$ cat src/rtl/ring_pkg.sv
// ring_pkg: ring slot types, field widths and barrier master FSM states shared by ring nodes.
package ring_pkg;
  localparam int DATA_W = 32;
  localparam int SLOT_W = 4;
  localparam int ADDR_W = 4;
  localparam logic [SLOT_W-1:0] SLOT_TOKEN       = 4'd1;
  localparam logic [SLOT_W-1:0] SLOT_NULL        = 4'd7;
  localparam logic [SLOT_W-1:0] SLOT_BARRIER     = 4'd13;
  localparam logic [SLOT_W-1:0] SLOT_BARRIER_REL = 4'd14;
  typedef enum logic [1:0] {S_IDLE, S_WAIT_TOKEN, S_WAIT_N, S_SEND} bm_state_t;
endpackage

$ cat src/rtl/barrier_counter_bank.sv
// barrier_counter_bank: per-ID arrival counters, pending-release bits, sticky overflow and lowest-pending encoder.
module barrier_counter_bank #(
  parameter int NUM_BAR = 8,
  parameter int CW = 4,
  parameter int IDW = $clog2(NUM_BAR)
) (
  input  logic           clock,
  input  logic           reset,
  input  logic           i_arrive,
  input  logic [IDW-1:0] i_id,
  input  logic [CW-1:0]  i_num_cores,
  input  logic           i_clear,
  output logic           o_pend_any,
  output logic [IDW-1:0] o_rel_id,
  output logic           o_overflow
);
  logic [CW-1:0] r_cnt [NUM_BAR];
  logic [NUM_BAR-1:0] r_pend;
  logic r_ovf;
  logic [CW-1:0] w_need, w_inc;
  logic w_done, w_clr_hit;
  assign w_need = (i_num_cores == '0) ? CW'(1) : i_num_cores;
  assign w_inc = r_cnt[i_id] + CW'(1);
  assign w_done = w_inc >= w_need;
  assign w_clr_hit = i_clear && (o_rel_id == i_id);
  assign o_pend_any = |r_pend;
  assign o_overflow = r_ovf;
  always_comb begin
    o_rel_id = '0;
    for (int k = NUM_BAR - 1; k >= 0; k--)
      if (r_pend[k]) o_rel_id = k[IDW-1:0];
  end
  // Set is applied after clear so a completing arrival on the released ID wins.
  always_ff @(posedge clock) begin
    if (reset) begin
      r_cnt <= '{default: '0};
      r_pend <= '0;
      r_ovf <= 1'b0;
    end else begin
      if (i_clear) r_pend[o_rel_id] <= 1'b0;
      if (i_arrive) begin
        if (w_done) begin
          r_cnt[i_id] <= '0;
          r_pend[i_id] <= 1'b1;
          if (r_pend[i_id] && !w_clr_hit) r_ovf <= 1'b1;
        end else begin
          r_cnt[i_id] <= w_inc;
        end
      end
    end
  end
endmodule

$ cat src/rtl/barrier_master.sv
// barrier_master: ring node that counts barrier arrivals per ID and broadcasts a release once it holds the token.
module barrier_master
  import ring_pkg::*;
#(
  parameter int NUM_BAR = 8,
  parameter int CW = 4
) (
  input  logic              clock,
  input  logic              reset,
  input  logic [ADDR_W-1:0] whichCore,
  input  logic [CW-1:0]     numCores,
  input  logic [DATA_W-1:0] RingIn,
  input  logic [SLOT_W-1:0] SlotTypeIn,
  input  logic [ADDR_W-1:0] SrcDestIn,
  input  logic              otherWaiting,
  output logic [DATA_W-1:0] masterRingOut,
  output logic [SLOT_W-1:0] masterSlotTypeOut,
  output logic [ADDR_W-1:0] masterSrcDestOut,
  output logic              masterDriveRing,
  output logic              masterWaiting,
  output logic              overflowErr
);
  localparam int IDW = $clog2(NUM_BAR);
  localparam logic [5:0] ID_LIMIT = 6'(NUM_BAR);
  bm_state_t r_state, w_next;
  logic [7:0] r_burst;
  logic w_arrive, w_ret, w_take, w_send, w_pend_any;
  logic [IDW-1:0] w_rel_id;
  assign w_arrive = (SlotTypeIn == SLOT_BARRIER) && (RingIn[5:0] < ID_LIMIT);
  assign w_ret = (SlotTypeIn == SLOT_BARRIER_REL) && (SrcDestIn == whichCore);
  assign w_take = (r_state == S_WAIT_TOKEN) && (SlotTypeIn == SLOT_TOKEN) && !otherWaiting;
  assign w_send = r_state == S_SEND;
  barrier_counter_bank #(.NUM_BAR(NUM_BAR), .CW(CW)) u_bank (
    .clock(clock),
    .reset(reset),
    .i_arrive(w_arrive),
    .i_id(RingIn[IDW-1:0]),
    .i_num_cores(numCores),
    .i_clear(w_send),
    .o_pend_any(w_pend_any),
    .o_rel_id(w_rel_id),
    .o_overflow(overflowErr)
  );
  always_ff @(posedge clock) begin
    if (reset) begin
      r_state <= S_IDLE;
      r_burst <= '0;
    end else begin
      r_state <= w_next;
      r_burst <= w_take ? RingIn[7:0] : (r_state == S_WAIT_N) ? r_burst - 8'd1 : r_burst;
    end
  end
  // A zero-length train means the very next slot is free for the release.
  always_comb begin
    w_next = r_state;
    case (r_state)
      S_IDLE:       w_next = w_pend_any ? S_WAIT_TOKEN : S_IDLE;
      S_WAIT_TOKEN: w_next = !w_take ? S_WAIT_TOKEN : (RingIn[7:0] == 8'd0) ? S_SEND : S_WAIT_N;
      S_WAIT_N:     w_next = (r_burst == 8'd1) ? S_SEND : S_WAIT_N;
      default:      w_next = S_IDLE;
    endcase
  end
  always_comb begin
    masterDriveRing = w_send | w_take | w_arrive | w_ret;
    masterWaiting = r_state == S_WAIT_TOKEN;
    masterSlotTypeOut = w_send ? SLOT_BARRIER_REL : w_take ? SLOT_TOKEN : (w_arrive | w_ret) ? SLOT_NULL : SlotTypeIn;
    masterRingOut = w_send ? {{(DATA_W-IDW){1'b0}}, w_rel_id} : w_take ? RingIn + 32'd1 : (w_arrive | w_ret) ? '0 : RingIn;
    masterSrcDestOut = w_send ? whichCore : SrcDestIn;
  end
endmodule

$ cat config.mk
export PLATFORM = sky130hd
export DESIGN_NAME = barrier_master
export DESIGN_NICKNAME = d
export VERILOG_FILES = /design/src/rtl/ring_pkg.sv /design/src/rtl/barrier_counter_bank.sv /design/src/rtl/barrier_master.sv
export SDC_FILE = /design/constraint.sdc
export NUM_CORES = 1
export LEC_CHECK = 0
export CELL_PAD_IN_SITES_DETAIL_PLACEMENT = 0
export CELL_PAD_IN_SITES_GLOBAL_PLACEMENT = 2
export CORE_MARGIN = 2
export CORE_UTILIZATION = 39
export DETAILED_ROUTE_END_ITERATION = 7
export DONT_BUFFER_PORTS = 1
export GPL_ROUTABILITY_DRIVEN = 0
export PLACE_DENSITY = 0.89
export SYNTH_ARGS = -nofsm -noshare
export SYNTH_HDL_FRONTEND = slang
export SYNTH_HIERARCHICAL = 1
export SYNTH_SLANG_ARGS = --single-unit
$ cat constraint.sdc
create_clock -name clock -period 7.1 [get_ports clock]
set_input_delay 1.42 -clock clock [delete_from_list [all_inputs] [get_ports clock]]
set_output_delay 1.42 -clock clock [all_outputs]
set_load 0.01 [all_outputs]
# Yosys cells after proc, flatten, opt, wreduce, memory -nomap -nowiden
# Index checks and enable logic that the tools add are counted.
[totals]
word_cells = 99
out_inout_bits = 43
inputBits = 51
ff_bits = 51
[op_classes]
order_cmp = 8
muxes = 40
add_sub_neg = 3
n_reduce_logical = 17
bitwise_logic = 10
eq_ne = 9
[op_table]
columns = ["operator", "count"]
rows = [
  ["$mux W32", 4],
  ["$mux W8", 6],
  ["$add A32 B1 Y32 const B", 1],
  ["$and A32 B32 Y32", 1],
  ["$bwmux W32", 1],
  ["$mux W4", 8],
  ["$not A32 Y32", 1],
  ["$mux W3", 8],
  ["$bmux W4 S3", 1],
  ["$demux W4 S3", 1],
  ["$logic_and A1 B1 Y1", 9],
  ["$and A8 B8 Y8", 1],
  ["$eq A4 B4 Y1 const B", 2],
  ["$eq A8 B1 Y1 const B", 1],
  ["$logic_not A8 Y1", 1],
  ["$lt A3 B4 Y1 const B", 2],
  ["$not A8 Y8", 1],
  ["$or A8 B8 Y8", 1],
  ["$reduce_or A8 Y1", 1],
  ["$sub A8 B1 Y8 const B", 1],
  ["$demux W1 S3", 2],
  ["$ge A3 B1 Y1 const B", 2],
  ["$lt A6 B4 Y1 const B", 1],
  ["$mux W1", 6],
  ["other kinds (19)", 24],
]

# Longest topological paths before layout
[depth]
word_depth = 19
ltp_mapped = 15
depth_no_buf = 12

# Modules after synthesis
# The synthesis kept the hierarchy.
[by_module_without_submodules]
columns = ["module", "seq_area_each_um2", "cells_each", "area_each_um2", "n_inst"]
rows = [
  ["barrier_counter_bank", 820.8, 246, 2153.3, 1],
  ["barrier_master", 200.2, 252, 1659.1, 1],
]

# Least setup slack after synthesis
# OpenSTA, ideal clock, no wires.
[synth_timing]
path_kind = "input to register"
startpoint = "input port RingIn[2]"
endpoint = "register u_bank.r_ovf, in the netlist u_bank/o_overflow"
required_time_ps = 7042
arrival_ps = 4375
setup_ps = 58
stages = 14
slack_ps = 2667
path_buffers = 2
cell_sequence = "buf_2 -> mux2_2 -> o2bb2ai_1 -> a211o_1 -> ha_1 -> xor2_2 -> inv_1 -> ha_1 -> nand2_1 -> o21ai_1 -> clkbuf_1 -> nand3_1 -> a41oi_1 -> o21a_1"
[synth_via]
elab_chain_cells = 7
elab_cells_between_ends = 15
classes_between = "1 x add/sub; 2 x order compare; 1 x eq/ne; 5 x mux; 1 x bitwise; 5 x reduce/logical"
[synth_rtl]
columns = ["item", "line", "source"]
rows = [
  ["from (decl)", "barrier_master.sv:12", "input logic [DATA_W-1:0] RingIn,"],
  ["$not A3 Y4 (not written as such)", "barrier_counter_bank.sv:23", "assign w_inc = r_cnt[i_id] + CW'(1);"],
  ["$bmux W4 S3", "barrier_counter_bank.sv:23", ""],
  ["$mux W4 (not written as such) (2 in series)", "barrier_counter_bank.sv:23", ""],
  ["$add A4 B1 Y4", "barrier_counter_bank.sv:23", ""],
  ["$ge A4 B4 Y1", "barrier_counter_bank.sv:24", "assign w_done = w_inc >= w_need;"],
  ["$reduce_and A3 Y1 (no source line) (*)", "-", ""],
  ["to (signal assigned)", "barrier_counter_bank.sv:38", "r_ovf <= 1'b0;"],
  ["to (signal assigned)", "barrier_counter_bank.sv:45", "if (r_pend[i_id] && !w_clr_hit) r_ovf <= 1'b1;"],
  ["to (decl)", "barrier_counter_bank.sv:19", "logic r_ovf;"],
]
# Mark *: on every way between the ends. The rest lies on a longest branch, timed or not. The select of a mux whose other input is x is not followed.
# A chain may end at the register's enable or synchronous reset.

# Final worst setup path
[layout_timing]
startpoint = "input port SlotTypeIn[3]"
endpoint = "output port masterRingOut[17]"
[layout_via]
elab_chain_cells = 6
elab_cells_between_ends = 11
classes_between = "3 x eq/ne; 3 x mux; 1 x bitwise; 4 x reduce/logical"
[layout_rtl]
columns = ["item", "line", "source"]
rows = [
  ["from (decl)", "barrier_master.sv:13", "input logic [SLOT_W-1:0] SlotTypeIn,"],
  ["$eq A4 B4 Y1, on equally long branches", "barrier_master.sv:29, barrier_master.sv:30", ""],
  ["$logic_and A1 B1 Y1, on equally long branches", "barrier_master.sv:29, barrier_master.sv:30", ""],
  ["$or A1 B1 Y1", "barrier_master.sv:67", "masterRingOut = w_send ? {{(DATA_W-IDW){1'b0}}, w_rel_id} : w_take ? RingIn + 32'd1 : (w_arrive | w_ret) ? '0 ..."],
  ["$mux W32", "barrier_master.sv:67", ""],
  ["$mux W32 (*) (2 in series)", "barrier_master.sv:67", ""],
  ["to (decl)", "barrier_master.sv:16", "output logic [DATA_W-1:0] masterRingOut,"],
]
# Mark *: on every way between the ends. The rest lies on a longest branch, timed or not.

==> results.ini <==
[synthesis]
ys_ff_latch=51
synth_cell_types=65
synth-simple-area-share=0.331
synthXorXnorAreaFrac=0.0387
synth_top_family_by_area=simple AND/OR/NAND/NOR gates
yosys_warnings=6
seq_area_frac_synth=0.268
synthCells=498
syn_area_um2=3810
synth.avg_cell_area_um2=7.66
ys.flop_type=dfxtp_1
synth_edf_count=0
synthMuxAreaShare=0.114
mappedNetlistNets=558
synth_compound_area_frac=0.168
synthAdderAreaFrac=0.0295
async_flop_share=0

[drt]
routed_wl_mm=10.8
viasPerCell=5.93
antenna_left=0
m1WireLength_mm=5.08
num_vias=3662
drc_errors=0
wl_met2_mm=4.95
highest_layer=met4
drt_iter0_markers=309
wire_per_inst_um=17.4
wl_met3_um=650
drtPass1Iterations=5

[setup_path]
regToRegEndpoint=u_bank/r_cnt[20]
crit_required_ns=5.68
reg2regPathDepth=13
cp_max_fo=12
r2r-start=u_bank/r_cnt[8]
cp-start-kind=input pin
critPathCaptureType=output port
crit_type=input pin to output port
r2r_slack_ns=3.67
cp.arrival_ns=3.60

[placed_design]
numPortBuffers=0
post-dp-hpwl_mm=7.92

[floorplanning]
rows=36
die_height_um=103
initial_utilization=0.396
die_area_um2=10600
fp.dieW_um=103
ios=94
core_um2=9640

[cells_and_area]
final-seq-area_um2=1020
n_antenna_cell=0
layout_commonest_cell=nor2_1
nFillCells=1030
area_delta_synth_final_pct=4.69
multi_input_area_um2=2600
layout-drive-gt1-share=0.0887
mostFrequentLayoutCells=nor2_1, nand2_1, dfxtp_1
fin_nets=544

[global_routing]
grt.total_usage=0.193
grt_max_degree=46
grt_pass1_wl_mm=16.2
grt_pass1_vias=3183
grt_overflow_total=0
antenna_found_initial=0

[timing]
period_needed_ns=5.02
min_period_over_period=0.708
worstMarginPinSlew_ns=0.925
maxSlewHeadroom=0.381
setup-tns-final_ns=0
final-max-slew-violation-count=0
skew_ns=0.0117
hold_viol=0
max_freq_mhz=199
setup_viol=0
rsz0062_at_grt=false

[clock_network]
clkLatencyLatePin_ns=0.31
clk_pin_slew_ns=0.10
clock_sinks=51
post_cts_buffers=0
cts_tree=yes
cts_max_level=2
cts.path.max_buffers=2
root_buffer=clkbuf_8
cts_buffers=5
hold_buffers=0
cts_resized=0

[hold_path]
min-delay-start=u_bank/r_cnt[20]
min_path_cells=2
hold_class=flop to flop
hold_end=u_bank/r_cnt[20]

[pwr]
power_mw=0.514
peakVddDrop_mv=0.0750
p_leak_nw=1.47
power_per_cell_area_nw_per_um2=129

[flow_run]
drv_cap=0

[status]
outcome=complete, no violations

==> per-layer routing <==
metal  vias up  track usage
met5         -            0
met4         0       0.0395
met3        10       0.0380
met2       104        0.307
met1      1748        0.274
li1       1800            -
==> worst max-delay path, stage by stage <==
cell     delay (ns)
or3_4          0.40
nor2_1         0.72
nand3_1        0.38
or3_1          0.41
a21oi_1        0.27
==> sequential cells by signal (all words and copies together) (netlist names) <==
register,cells
r_state,2
r_burst,8
u_bank/r_pend,8
u_bank/r_cnt,32
u_bank/o_overflow,1
==> report_power, final <==
group          switching (mW)  internal (mW)
sequential          0.0000684          0.286
clock                   0.107         0.0726
combinational          0.0287         0.0193
total                   0.136          0.378
==> Yosys cell counts (3+ instances only) <==
master    number  area (um^2)
nor2_1        57          214
dfxtp_1       51         1020
nand2_1       51          191
nand3_1       44          220
a21oi_1       33          165
mux2i_1       23          230
inv_1         21         78.8
nand4_1       20          125
o31ai_1       17          128
nor3_1        16         80.1
clkbuf_1      12         45.0
o21ai_0       11         55.1
o211ai_1      10         75.1
o21ai_1       10         50.1
xnor2_1       10         87.6
ha_1           9          113
nand2b_1       8         50.1
buf_2          6         30.0
mux4_2         6          135
a31oi_1        5         31.3
nor2b_1        5         31.3
nor4_1         5         31.3
or3_1          5         31.3
xor2_1         5         43.8
buf_1          3         11.3
mux2_2         3         33.8
or2_2          3         18.8
==> final cells by class <==
| cell class | instances | area share |
|---|---|---|
| flip-flops and latches | 51 | 0.256 |
| clock buffers | 5 | 0.0172 |
| clock inverters | 3 | 0.00690 |
| repair buffers | 3 | 0.00564 |
| inverters | 23 | 0.0216 |
| well taps | 133 | 0.0417 |
| multi-input cells | 400 | 0.651 |
==> per-stage QoR <==
stage	util	setup slack [ns]	cells	area [um^2]	hold slack (ns)
final	0.414	2.08	618	3990	0.456
after CTS	0.414	2.11	618	3990	0.456
after floorplan	-	2.67	498	3810	0.434
after detailed placement	0.404	2.11	610	3890	0.442
after global placement	0.404	2.18	610	3890	0.436
after global routing	0.414	1.90	618	3990	0.481
==> kinds of logic after synthesis <==
| kind of cell | Yosys count |
|---|---|
| compound gates | 102 |
| xor+xnor | 16 |
| fa+ha+maj | 9 |
| buf+inv | 47 |
| flops | 51 |
| mux | 34 |
| simple gates | 239 |
==> worst max path at each step <==
stage	start	endpoint	slack [ns]	depth (start not counted)
finish	SlotTypeIn[3]	masterRingOut[17]	2.08	5
global route	SlotTypeIn[3]	masterRingOut[17]	1.90	5
CTS	SlotTypeIn[3]	masterRingOut[17]	2.11	5
detailed placement	SlotTypeIn[3]	masterRingOut[17]	2.11	5
global placement	SlotTypeIn[3]	masterRingOut[17]	2.18	5
floorplan	RingIn[2]	u_bank/o_overflow	2.67	14
No activity file was read; power rests on OpenSTA's default activity.
